**config.mk**
```make
export PLATFORM = sky130hd
export DESIGN_NAME = mfm_write_encoder
export DESIGN_NICKNAME = d
export VERILOG_FILES = /design/src/rtl/mfm_pkg.sv /design/src/rtl/mfm_cell_timer.sv /design/src/rtl/mfm_write_encoder.sv
export SDC_FILE = /design/constraint.sdc
export NUM_CORES = 1
export LEC_CHECK = 0
export BUFFER_PORTS_ARGS = -buffer_cell sky130_fd_sc_hd__buf_4
export CAP_MARGIN = 20
export CORE_ASPECT_RATIO = 1.4
export CORE_MARGIN = 2
export CORE_UTILIZATION = 36
export CTS_CLUSTER_SIZE = 25
export DETAILED_ROUTE_END_ITERATION = 16
export GPL_TIMING_DRIVEN = 0
export PLACE_DENSITY = 0.54
export SETUP_SLACK_MARGIN = 0.5
export SLEW_MARGIN = 30
export SYNTH_ARGS = -nofsm -noshare
export SYNTH_HDL_FRONTEND = slang
export SYNTH_SLANG_ARGS = --single-unit
```
**constraint.sdc**
```tcl
create_clock -name CLK -period 4.8 [get_ports CLK]
set_input_delay 0.96 -clock CLK [delete_from_list [all_inputs] [get_ports CLK]]
set_output_delay 0.96 -clock CLK [all_outputs]
set_load 0.02 [all_outputs]
```
**src/rtl/mfm_pkg.sv**
```systemverilog
// Shared types, constants and helpers for the MFM write path.
// Latency: n/a (package only).
// Backpressure: n/a (package only).
package mfm_pkg;

    typedef enum logic {
        ST_IDLE  = 1'b0,
        ST_SHIFT = 1'b1
    } mfm_state_e;

    localparam logic [7:0]  MFM_FILLER_BYTE = 8'h4E;
    localparam logic [15:0] CRC_POLY        = 16'h1021;
    localparam logic [15:0] CRC_INIT        = 16'hFFFF;

    // MSB-first MFM: each data bit becomes {clock, data}; a clock cell is
    // written only between two zero data bits. Result bit 15 is sent first.
    function automatic logic [15:0] mfm_encode_byte(input logic [7:0] data, input logic prev);
        logic [15:0] cells;
        logic        p;
        cells = '0;
        p     = prev;
        for (int i = 7; i >= 0; i--) begin
            cells[2*i+1] = ~p & ~data[i];
            cells[2*i]   = data[i];
            p            = data[i];
        end
        return cells;
    endfunction

    // One byte of CRC-16-CCITT, MSB first.
    function automatic logic [15:0] crc_fold(input logic [15:0] crc, input logic [7:0] data);
        logic [15:0] c;
        c = crc ^ {data, 8'h00};
        for (int i = 0; i < 8; i++) begin
            c = c[15] ? ((c << 1) ^ CRC_POLY) : (c << 1);
        end
        return c;
    endfunction

endpackage

```
**src/rtl/mfm_cell_timer.sv**
```systemverilog
// Cell timing for the MFM writer: cell cycle counter, write-pulse generator, last-cycle strobe.
// Latency: pulse output is registered, aligned with the first cycle of the cell it belongs to.
// Backpressure: none; free-runs while run is high, holds at zero otherwise.
//
// Ports: clk/rst (sync, active-high); run = writer currently shifting;
// run_nxt/cell_bit_nxt = shifting state and cell bit of the coming cycle;
// cell_last = final cycle of the current cell; pulse = write-data pulse.
module mfm_cell_timer #(
    parameter int CELL_CLKS  = 16,
    parameter int PULSE_CLKS = 4
) (
    input  logic clk,
    input  logic rst,
    input  logic run,
    input  logic run_nxt,
    input  logic cell_bit_nxt,
    output logic cell_last,
    output logic pulse
);

    localparam int            CW        = (CELL_CLKS > 1) ? $clog2(CELL_CLKS) : 1;
    localparam logic [CW-1:0] CNT_LAST  = CW'(CELL_CLKS - 1);
    localparam logic [CW-1:0] PULSE_LIM = CW'(PULSE_CLKS);

    logic [CW-1:0] cnt_q, cnt_d;
    logic          pulse_q, pulse_d;

    assign cell_last = run && (cnt_q == CNT_LAST);

    always_comb begin
        cnt_d = '0;
        if (run && !cell_last) begin
            cnt_d = cnt_q + CW'(1);
        end
        // Pulse is decided one cycle ahead so the output can be a flop.
        pulse_d = run_nxt && cell_bit_nxt && (cnt_d < PULSE_LIM);
    end

    always_ff @(posedge clk) begin
        if (rst) begin
            cnt_q   <= '0;
            pulse_q <= 1'b0;
        end else begin
            cnt_q   <= cnt_d;
            pulse_q <= pulse_d;
        end
    end

    assign pulse = pulse_q;

endmodule

```
**src/rtl/mfm_write_encoder.sv**
```systemverilog
// MFM write encoder: byte stream in, floppy write-pulse train and write gate out.
// Latency: gate and first cell pulse appear the cycle after acceptance; words run back-to-back.
// Backpressure: DATA_READY only in IDLE or the last cycle of a word; no buffering, underrun sends 8'h4E.
//
// Ports: CLK, RESET (sync active-high); WRITE_EN session request; DATA_IN/DATA_SYNC_IN/
// DATA_VALID/DATA_READY byte handshake; SYNC_WORD_IN raw cells for sync entries;
// FD_WRDATA_OUT pulse, FD_WRGATE_OUT gate, BUSY, UNDERRUN (sticky per session).
// Optional macro MFM_WRITE_CRC_EN adds DATA_CRC_IN, CRC_OUT and the SYNC_DATA_BYTE parameter.
module mfm_write_encoder
    import mfm_pkg::*;
#(
    parameter int CELL_CLKS  = 16,
    parameter int PULSE_CLKS = 4
`ifdef MFM_WRITE_CRC_EN
    ,
    parameter logic [7:0] SYNC_DATA_BYTE = 8'hA1
`endif
) (
    input  logic        CLK,
    input  logic        RESET,
    input  logic        WRITE_EN,
    input  logic [7:0]  DATA_IN,
    input  logic        DATA_SYNC_IN,
    input  logic        DATA_VALID,
    output logic        DATA_READY,
    input  logic [15:0] SYNC_WORD_IN,
`ifdef MFM_WRITE_CRC_EN
    input  logic        DATA_CRC_IN,
    output logic [15:0] CRC_OUT,
`endif
    output logic        FD_WRDATA_OUT,
    output logic        FD_WRGATE_OUT,
    output logic        BUSY,
    output logic        UNDERRUN
);

    mfm_state_e  state_q, state_d;
    logic [15:0] shift_q, shift_d;
    logic [3:0]  idx_q, idx_d;
    logic        prev_q, prev_d;
    logic        gate_q, gate_d;
    logic        underrun_q, underrun_d;
    logic        cell_last, cell_bit_nxt, accept, load;
    logic [15:0] entry_word, load_word;
`ifdef MFM_WRITE_CRC_EN
    logic [15:0] crc_q, crc_d;
    logic [7:0]  crc_lo_q, crc_lo_d;
    logic        crc_pend_q, crc_pend_d;
    logic        last_sync_q, last_sync_d;
    logic        crc_hold;
    assign crc_hold = crc_pend_q;
`else
    logic        crc_hold;
    assign crc_hold = 1'b0;
`endif

    // Ready only while idle or on the final cycle of cell 0; the low CRC
    // byte owns the next boundary when pending.
    assign DATA_READY = !RESET && WRITE_EN && !crc_hold &&
                        ((state_q == ST_IDLE) || (cell_last && (idx_q == 4'd0)));
    assign accept     = DATA_READY && DATA_VALID;

    always_comb begin
        entry_word = DATA_SYNC_IN ? SYNC_WORD_IN : mfm_encode_byte(DATA_IN, prev_q);
`ifdef MFM_WRITE_CRC_EN
        crc_d       = crc_q;
        crc_lo_d    = crc_lo_q;
        crc_pend_d  = crc_pend_q;
        last_sync_d = last_sync_q;
        if (DATA_CRC_IN) begin
            entry_word = mfm_encode_byte(crc_q[15:8], prev_q);
        end
`endif
        state_d    = state_q;
        shift_d    = shift_q;
        idx_d      = idx_q;
        prev_d     = prev_q;
        underrun_d = underrun_q;
        load       = 1'b0;
        load_word  = entry_word;

        case (state_q)
            ST_IDLE: begin
                if (accept) begin
                    state_d    = ST_SHIFT;
                    underrun_d = 1'b0;
                    load       = 1'b1;
                end
            end
            ST_SHIFT: begin
                if (cell_last) begin
                    if (idx_q != 4'd0) begin
                        idx_d = idx_q - 4'd1;
                    end else if (accept) begin
                        load = 1'b1;
`ifdef MFM_WRITE_CRC_EN
                    end else if (crc_pend_q) begin
                        load       = 1'b1;
                        load_word  = mfm_encode_byte(crc_lo_q, prev_q);
                        crc_pend_d = 1'b0;
`endif
                    end else if (WRITE_EN) begin
                        load       = 1'b1;
                        load_word  = mfm_encode_byte(MFM_FILLER_BYTE, prev_q);
                        underrun_d = 1'b1;
`ifdef MFM_WRITE_CRC_EN
                        crc_d       = crc_fold(crc_q, MFM_FILLER_BYTE);
                        last_sync_d = 1'b0;
`endif
                    end else begin
                        // Session over; next session starts with prev = 0.
                        state_d = ST_IDLE;
                        prev_d  = 1'b0;
`ifdef MFM_WRITE_CRC_EN
                        last_sync_d = 1'b0;
`endif
                    end
                end
            end
            default: state_d = ST_IDLE;
        endcase

`ifdef MFM_WRITE_CRC_EN
        // CRC bytes themselves are not folded, so CRC_OUT stays stable
        // while the two trailing words go out.
        if (accept) begin
            if (DATA_CRC_IN) begin
                crc_lo_d    = crc_q[7:0];
                crc_pend_d  = 1'b1;
                last_sync_d = 1'b0;
            end else if (DATA_SYNC_IN) begin
                crc_d       = crc_fold(last_sync_q ? crc_q : CRC_INIT, SYNC_DATA_BYTE);
                last_sync_d = 1'b1;
            end else begin
                crc_d       = crc_fold(crc_q, DATA_IN);
                last_sync_d = 1'b0;
            end
        end
`endif

        // The last cell of any word is its final data bit (or the sync
        // word's LSB), which is exactly the prev for the next word.
        if (load) begin
            shift_d = load_word;
            idx_d   = 4'd15;
            prev_d  = load_word[0];
        end

        gate_d       = (state_d == ST_SHIFT);
        cell_bit_nxt = shift_d[idx_d];
    end

    always_ff @(posedge CLK) begin
        if (RESET) begin
            state_q    <= ST_IDLE;
            shift_q    <= '0;
            idx_q      <= '0;
            prev_q     <= 1'b0;
            gate_q     <= 1'b0;
            underrun_q <= 1'b0;
`ifdef MFM_WRITE_CRC_EN
            crc_q       <= '0;
            crc_lo_q    <= '0;
            crc_pend_q  <= 1'b0;
            last_sync_q <= 1'b0;
`endif
        end else begin
            state_q    <= state_d;
            shift_q    <= shift_d;
            idx_q      <= idx_d;
            prev_q     <= prev_d;
            gate_q     <= gate_d;
            underrun_q <= underrun_d;
`ifdef MFM_WRITE_CRC_EN
            crc_q       <= crc_d;
            crc_lo_q    <= crc_lo_d;
            crc_pend_q  <= crc_pend_d;
            last_sync_q <= last_sync_d;
`endif
        end
    end

    mfm_cell_timer #(
        .CELL_CLKS (CELL_CLKS),
        .PULSE_CLKS(PULSE_CLKS)
    ) u_cell_timer (
        .clk         (CLK),
        .rst         (RESET),
        .run         (state_q == ST_SHIFT),
        .run_nxt     (gate_d),
        .cell_bit_nxt(cell_bit_nxt),
        .cell_last   (cell_last),
        .pulse       (FD_WRDATA_OUT)
    );

    assign FD_WRGATE_OUT = gate_q;
    assign BUSY          = gate_q;
    assign UNDERRUN      = underrun_q;
`ifdef MFM_WRITE_CRC_EN
    assign CRC_OUT       = crc_q;
`endif

endmodule

```
# Word level (Yosys, flattened, before mapping)
# Cells that the tools add are included.
# W data, S select, Z words.
# totals
output_inout_bits,5
regBits,28
# op_classes
muxes,35
order_cmp,2
bitwise_logic,18
eq_ne,9
n_reduce_logical,17
addsub,2
# ops
cell,count
$mux W16,7
$mux W4,5
$mux W1,19
$ne A2 B2 Y1 const B,5
$not A1 Y1,10
$reduce_and A5 Y1,2
$and A1 B1 Y1,8
$logic_and A1 B1 Y1,8
$ne A2 B1 Y1 const B,3
$pmux W1 S2,3
$lt A4 B5 Y1 const B,1
$add A4 B1 Y4 const B,1
$bmux W1 S4,1
$eq A4 B4 Y1 const B,1
$logic_not A4 Y1,1
$lt A4 B3 Y1 const B,1
$reduce_bool A2 Y1,2
$reduce_bool A4 Y1,1
$sub A4 B1 Y4 const B,1
$logic_not A1 Y1,2
$logic_or A1 B1 Y1,1

# Depth between registers and ports, before layout
# logic_depth
ltp_word,15
depth_mapped,11

# Cells and area by module
# A second synthesis with hierarchy kept.
# hier_totals
hier_cells,207
hier_area_um2,1695.4
# modules_own_cells
module,area_each_um2,seq_area_each_um2,cells_per_inst,instances
mfm_write_encoder,1481.4,460.4,185,1
mfm_cell_timer,214.0,100.1,22,1

# Least setup slack after synthesis
# Ideal clock, no wire load.
# synth_path
path_type,input to register
startpoint,input RESET
endpoint,"register u_cell_timer.pulse_q, in the netlist u_cell_timer.pulse"
stages,7
arrival_ns,2.760
n_path_buf,1
path_slack_ns,1.966
required_ns,4.727
setup_time_ns,0.073
path_cell_list,clkbuf_1 nor4bb_1 a21oi_2 o311ai_2 mux4_2 mux2_4 o211ai_2
# synth_via
elab_chain_cells,13
# synth_rtl
element,line_no,source
start: declaration,mfm_write_encoder.sv:20,"input logic RESET,"
$logic_not A1 Y1,mfm_write_encoder.sv:59,assign DATA_READY = !RESET && WRITE_EN && !crc_hold &&
$logic_and A1 B1 Y1 (2 in a row),mfm_write_encoder.sv:59,
$logic_and A1 B1 Y1,mfm_write_encoder.sv:61,assign accept = DATA_READY && DATA_VALID;
$mux W1 / $mux W16 (equally long branches),mfm_write_encoder.sv:94,end else if (accept) begin
$mux W1 / $mux W16 (equally long branches),mfm_write_encoder.sv:92,if (idx_q != 4'd0) begin
$mux W1 / $mux W16 (equally long branches),mfm_write_encoder.sv:91,if (cell_last) begin
$pmux W1 S2 / $mux W16 (equally long branches),mfm_write_encoder.sv:82,case (state_q)
$mux W16 / $mux W4 (equally long branches),mfm_write_encoder.sv:143,if (load) begin
$bmux W1 S4,mfm_write_encoder.sv:150,cell_bit_nxt = shift_d[idx_d];
$mux W1 (not written as such),mfm_write_encoder.sv:150,
$logic_and A1 B1 Y1 (2 in a row),mfm_cell_timer.sv:36,pulse_d = run_nxt && cell_bit_nxt && (cnt_d < PULSE_LIM);
end signal: assignment,mfm_cell_timer.sv:45,pulse_q <= pulse_d;
end: declaration,mfm_cell_timer.sv:26,"logic pulse_q, pulse_d;"
# Several ways; a longest one is shown, not always the timed one. The select of a mux whose other input is x is not followed.
# A chain may end at the register's enable or synchronous reset.

# Worst setup path in the final report
# layout_path
startpoint,input RESET
endpoint,output DATA_READY
# layout_via
elab_chain_cells,3
# layout_rtl
element,line_no,source
$logic_not A1 Y1,mfm_write_encoder.sv:59,
$logic_and A1 B1 Y1 (2 in a row),mfm_write_encoder.sv:59,
end: declaration,mfm_write_encoder.sv:25,"output logic DATA_READY,"
# No other way between the ends.

==> impl_results.md <==
- Ranking of synthesized cells by area: dfxtp_1, nor2_1, mux2i_1
- Worst hold path type: reg2reg
- Number of H-tree levels: 1
- Max-cap violations: 0
- Pin count of the biggest net entering global routing: 15
- Most common cell in the synthesized netlist: dfxtp_1
- DIE WIDTH: 60.1 um
- Post_cts resized: 0
- Synth area leader: dfxtp_1
- Final setup margin: approximately 1.8 ns
- Worst Setup EP: DATA_READY
- Slew headroom: between 50% and 60%
- Worst R2R Path Depth: 8
- Dpl hpwl: around 3400 um
- M1 GR Usage: 20.6%
- Final setup viols: 0
- Clk Latency, worst-skew pair: around 0.28 ns
- Rows: 28
- Tmin final: 3.00 ns
- CTS tree: yes
- Crit. Startpoint: RESET
- Vias per cell: roughly 5.5
- CTS Buf Count: 3
- PortBufs: 32
- Worst-path clk slew: around 0.1 ns
- Peak VDD IR: between 150 and 200 uV
- Area after DPL: ~1900 um^2
- Synth top cells by count: dfxtp_1, nor2_1, nand2_1
- Pwr/cell area: roughly 240 nW/um^2
- Fin cells: 277
- Reg2reg end: u_cell_timer.pulse$_SDFF_PP0_
- Arrival @ worst endpoint: 2.04 ns
- Syn Std Cell Area: between 1500 and 2000 um^2
- Main flop type after synthesis: dfxtp_1
- Worst R2R Setup Slack: slightly above 2 ns
- Crit path max fanout: 10
- CTS Hold Bufs: 0
- Final nets: ~250
- Total grt overflow: 0
- Die ar.: ~5000 um^2
- Number of synthesized register bits: 28
- Via count: approximately 1500
- CTS max path bufs: 2
- Effective utilization at floorplan: 37.4%
- Ratio of cells with drive above 1 in the final layout: between 20% and 30%
- Syn_area_per_cell: ~8.7 um^2
- Initial antenna violation count: 0
- Length of the first detailed-routing pass in iterations: 4
- Worst flop-to-flop path startpoint: u_cell_timer.cnt_q[0]$_SDFF_PP0_
- Grt peak-use layer: met2
- Core Area: 4240 um^2
- Status: finished clean
- Leak pwr: 0.759 nW
- Setup crit end kind: output port
- Die Y-Extent: 82.5 um
- Total track usage: 19.3%
- CP required: roughly 3.8 ns
- Unrepaired setup endpoints after global routing: no
- Gp weighted congestion: roughly 0.8
- Fmax achieved: between 300 and 400 MHz
- Sequential share of the synthesized area: a little over a third
- Clk Tree Root Cell: clkbuf_8
- Final instance area: slightly below 2000 um^2
- Syn Nets: 214
- Least-Margin Pin Slew: roughly 0.72 ns
- Sink Count: 28
- Tcrit/Tclk final: around 62%
- Area Overhead vs Synth: 22.5%
- Cell variety after synth: 52
- Fin Clk Skew: approximately 0.008 ns
- Iter 0 DRT Violations: 48
- Met3 Resource Use GR: between 2 and 3%
- Slew Limit Fails: 0
- Final-layout fill cell count: 440
- Post-Syn Instances: 182
- CP Class: in2out
- Async S/R FF share, synth: 0%
- Vias in the first global route: 1556
- Placed cell count: around 270
- Setup Slack @ Placement: approximately 1.6 ns
- Yosys top cell area share: a little over a third
- Post-synth EDFFs: 0
- Worst setup SP type: primary input
- Ant diodes: 0
- Synthesis Warnings: 0
- WL final: between 4000 and 5000 um
- First-pass GRT wire length: 7150 um
- Final ANT Viol Nets: 0
- Grt met2 use: around 37%
- Hold Vio Cnt, Final: 0
- Detailed-route DRC error count: 0
- Routed len/inst: between 15 and 20 um
- Setup repair bufs after CTS: 0
- Io pins: 34
- Hold_ws: 0.461 ns
- Sum Neg Setup Slack: 0 ns
==> layout make-up <==
class                           count  area, um^2  share of cell area (%)
Multi-Input combinational cell    138         955                    49.2
Sequential cell                    28         561                    28.9
Timing Repair Buffer               32         240                    12.4
Tap cell                           60        75.1                    3.87
Buffer                             11        51.3                    2.64
Clock buffer                        3        41.3                    2.13
Inverter                            5        18.8                   0.966
==> critical path, stage by stage <==
cell and delay [ns]:
clkbuf_1 0.30, clkbuf_1 0.50, nor2_1 0.10, buf_4 0.18
==> registers in the layout, indices dropped and copies added, names as in the netlist <==
signal	cells
idx_q	4
u_cell_timer.pulse	1
shift_q	16
BUSY	1
prev_q	1
UNDERRUN	1
u_cell_timer.cnt_q	4
==> worst min-delay path by stage <==
stage / from / end / slack [ns] / cells past startpoint
5_1_grt: shift_q[7]$_SDFF_PP0_ / shift_q[7]$_SDFF_PP0_ / 0.49 / 2
6_report: shift_q[0]$_SDFF_PP0_ / shift_q[0]$_SDFF_PP0_ / 0.46 / 2
3_5_place_dp: shift_q[0]$_SDFF_PP0_ / shift_q[0]$_SDFF_PP0_ / 0.45 / 2
3_3_place_gp: shift_q[7]$_SDFF_PP0_ / shift_q[7]$_SDFF_PP0_ / 0.44 / 2
4_1_cts: shift_q[0]$_SDFF_PP0_ / shift_q[0]$_SDFF_PP0_ / 0.46 / 2
2_1_floorplan: shift_q[7]$_SDFF_PP0_ / shift_q[7]$_SDFF_PP0_ / 0.43 / 2
==> layout by cell type, fill, tap and decap left out, types with 2 or more instances in the layout <==
master,instances
nor3_1,4
o31ai_1,7
mux2_2,5
clkbuf_8,3
nand2_1,18
a21oi_1,13
inv_1,5
o2bb2ai_1,3
buf_2,2
o21ai_0,7
nor2_1,21
clkbuf_1,6
buf_4,34
dfxtp_1,28
mux2i_1,7
ha_1,3
o2111ai_1,2
nand2b_1,2
a22oi_1,6
a211oi_1,4
a31oi_1,2
nor2b_1,4
==> routing by layer <==
metal,share of wire [%],vias to the layer above
met1,40,722
met5,0,-
met3,3.6,7
li1,-,749
met4,1.4,0
met2,55,34
==> kinds of logic after synthesis <==
group,after synthesis,synth area share [%]
and+or+nand+nor,62,20.1
AOI/OAI and AO/OA,58,26.8
DFF,28,35.4
buffers and inverters,16,4.42
muxes,14,10.3
adders and majority gates,3,2.37
xor gates and xnor gates,1,0.553
==> per-stage QoR <==
step	util (%)	power (mW)
CTS	45.8	0.478
floorplan	-	0.309
global placement	44.8	0.348
detailed placement	44.8	0.350
finish	45.8	0.475
global route	45.8	0.498
==> power by group <==
part / leakage [nW] / internal [mW] / switching (mW) / total, mW
clock: 0.0216 / 0.0565 / 0.0740 / 0.131
combinational: 0.510 / 0.0461 / 0.0526 / 0.0987
sequential: 0.228 / 0.240 / 0.00522 / 0.245
total: 0.759 / 0.343 / 0.132 / 0.475
Power figures use the tool's default switching activity.
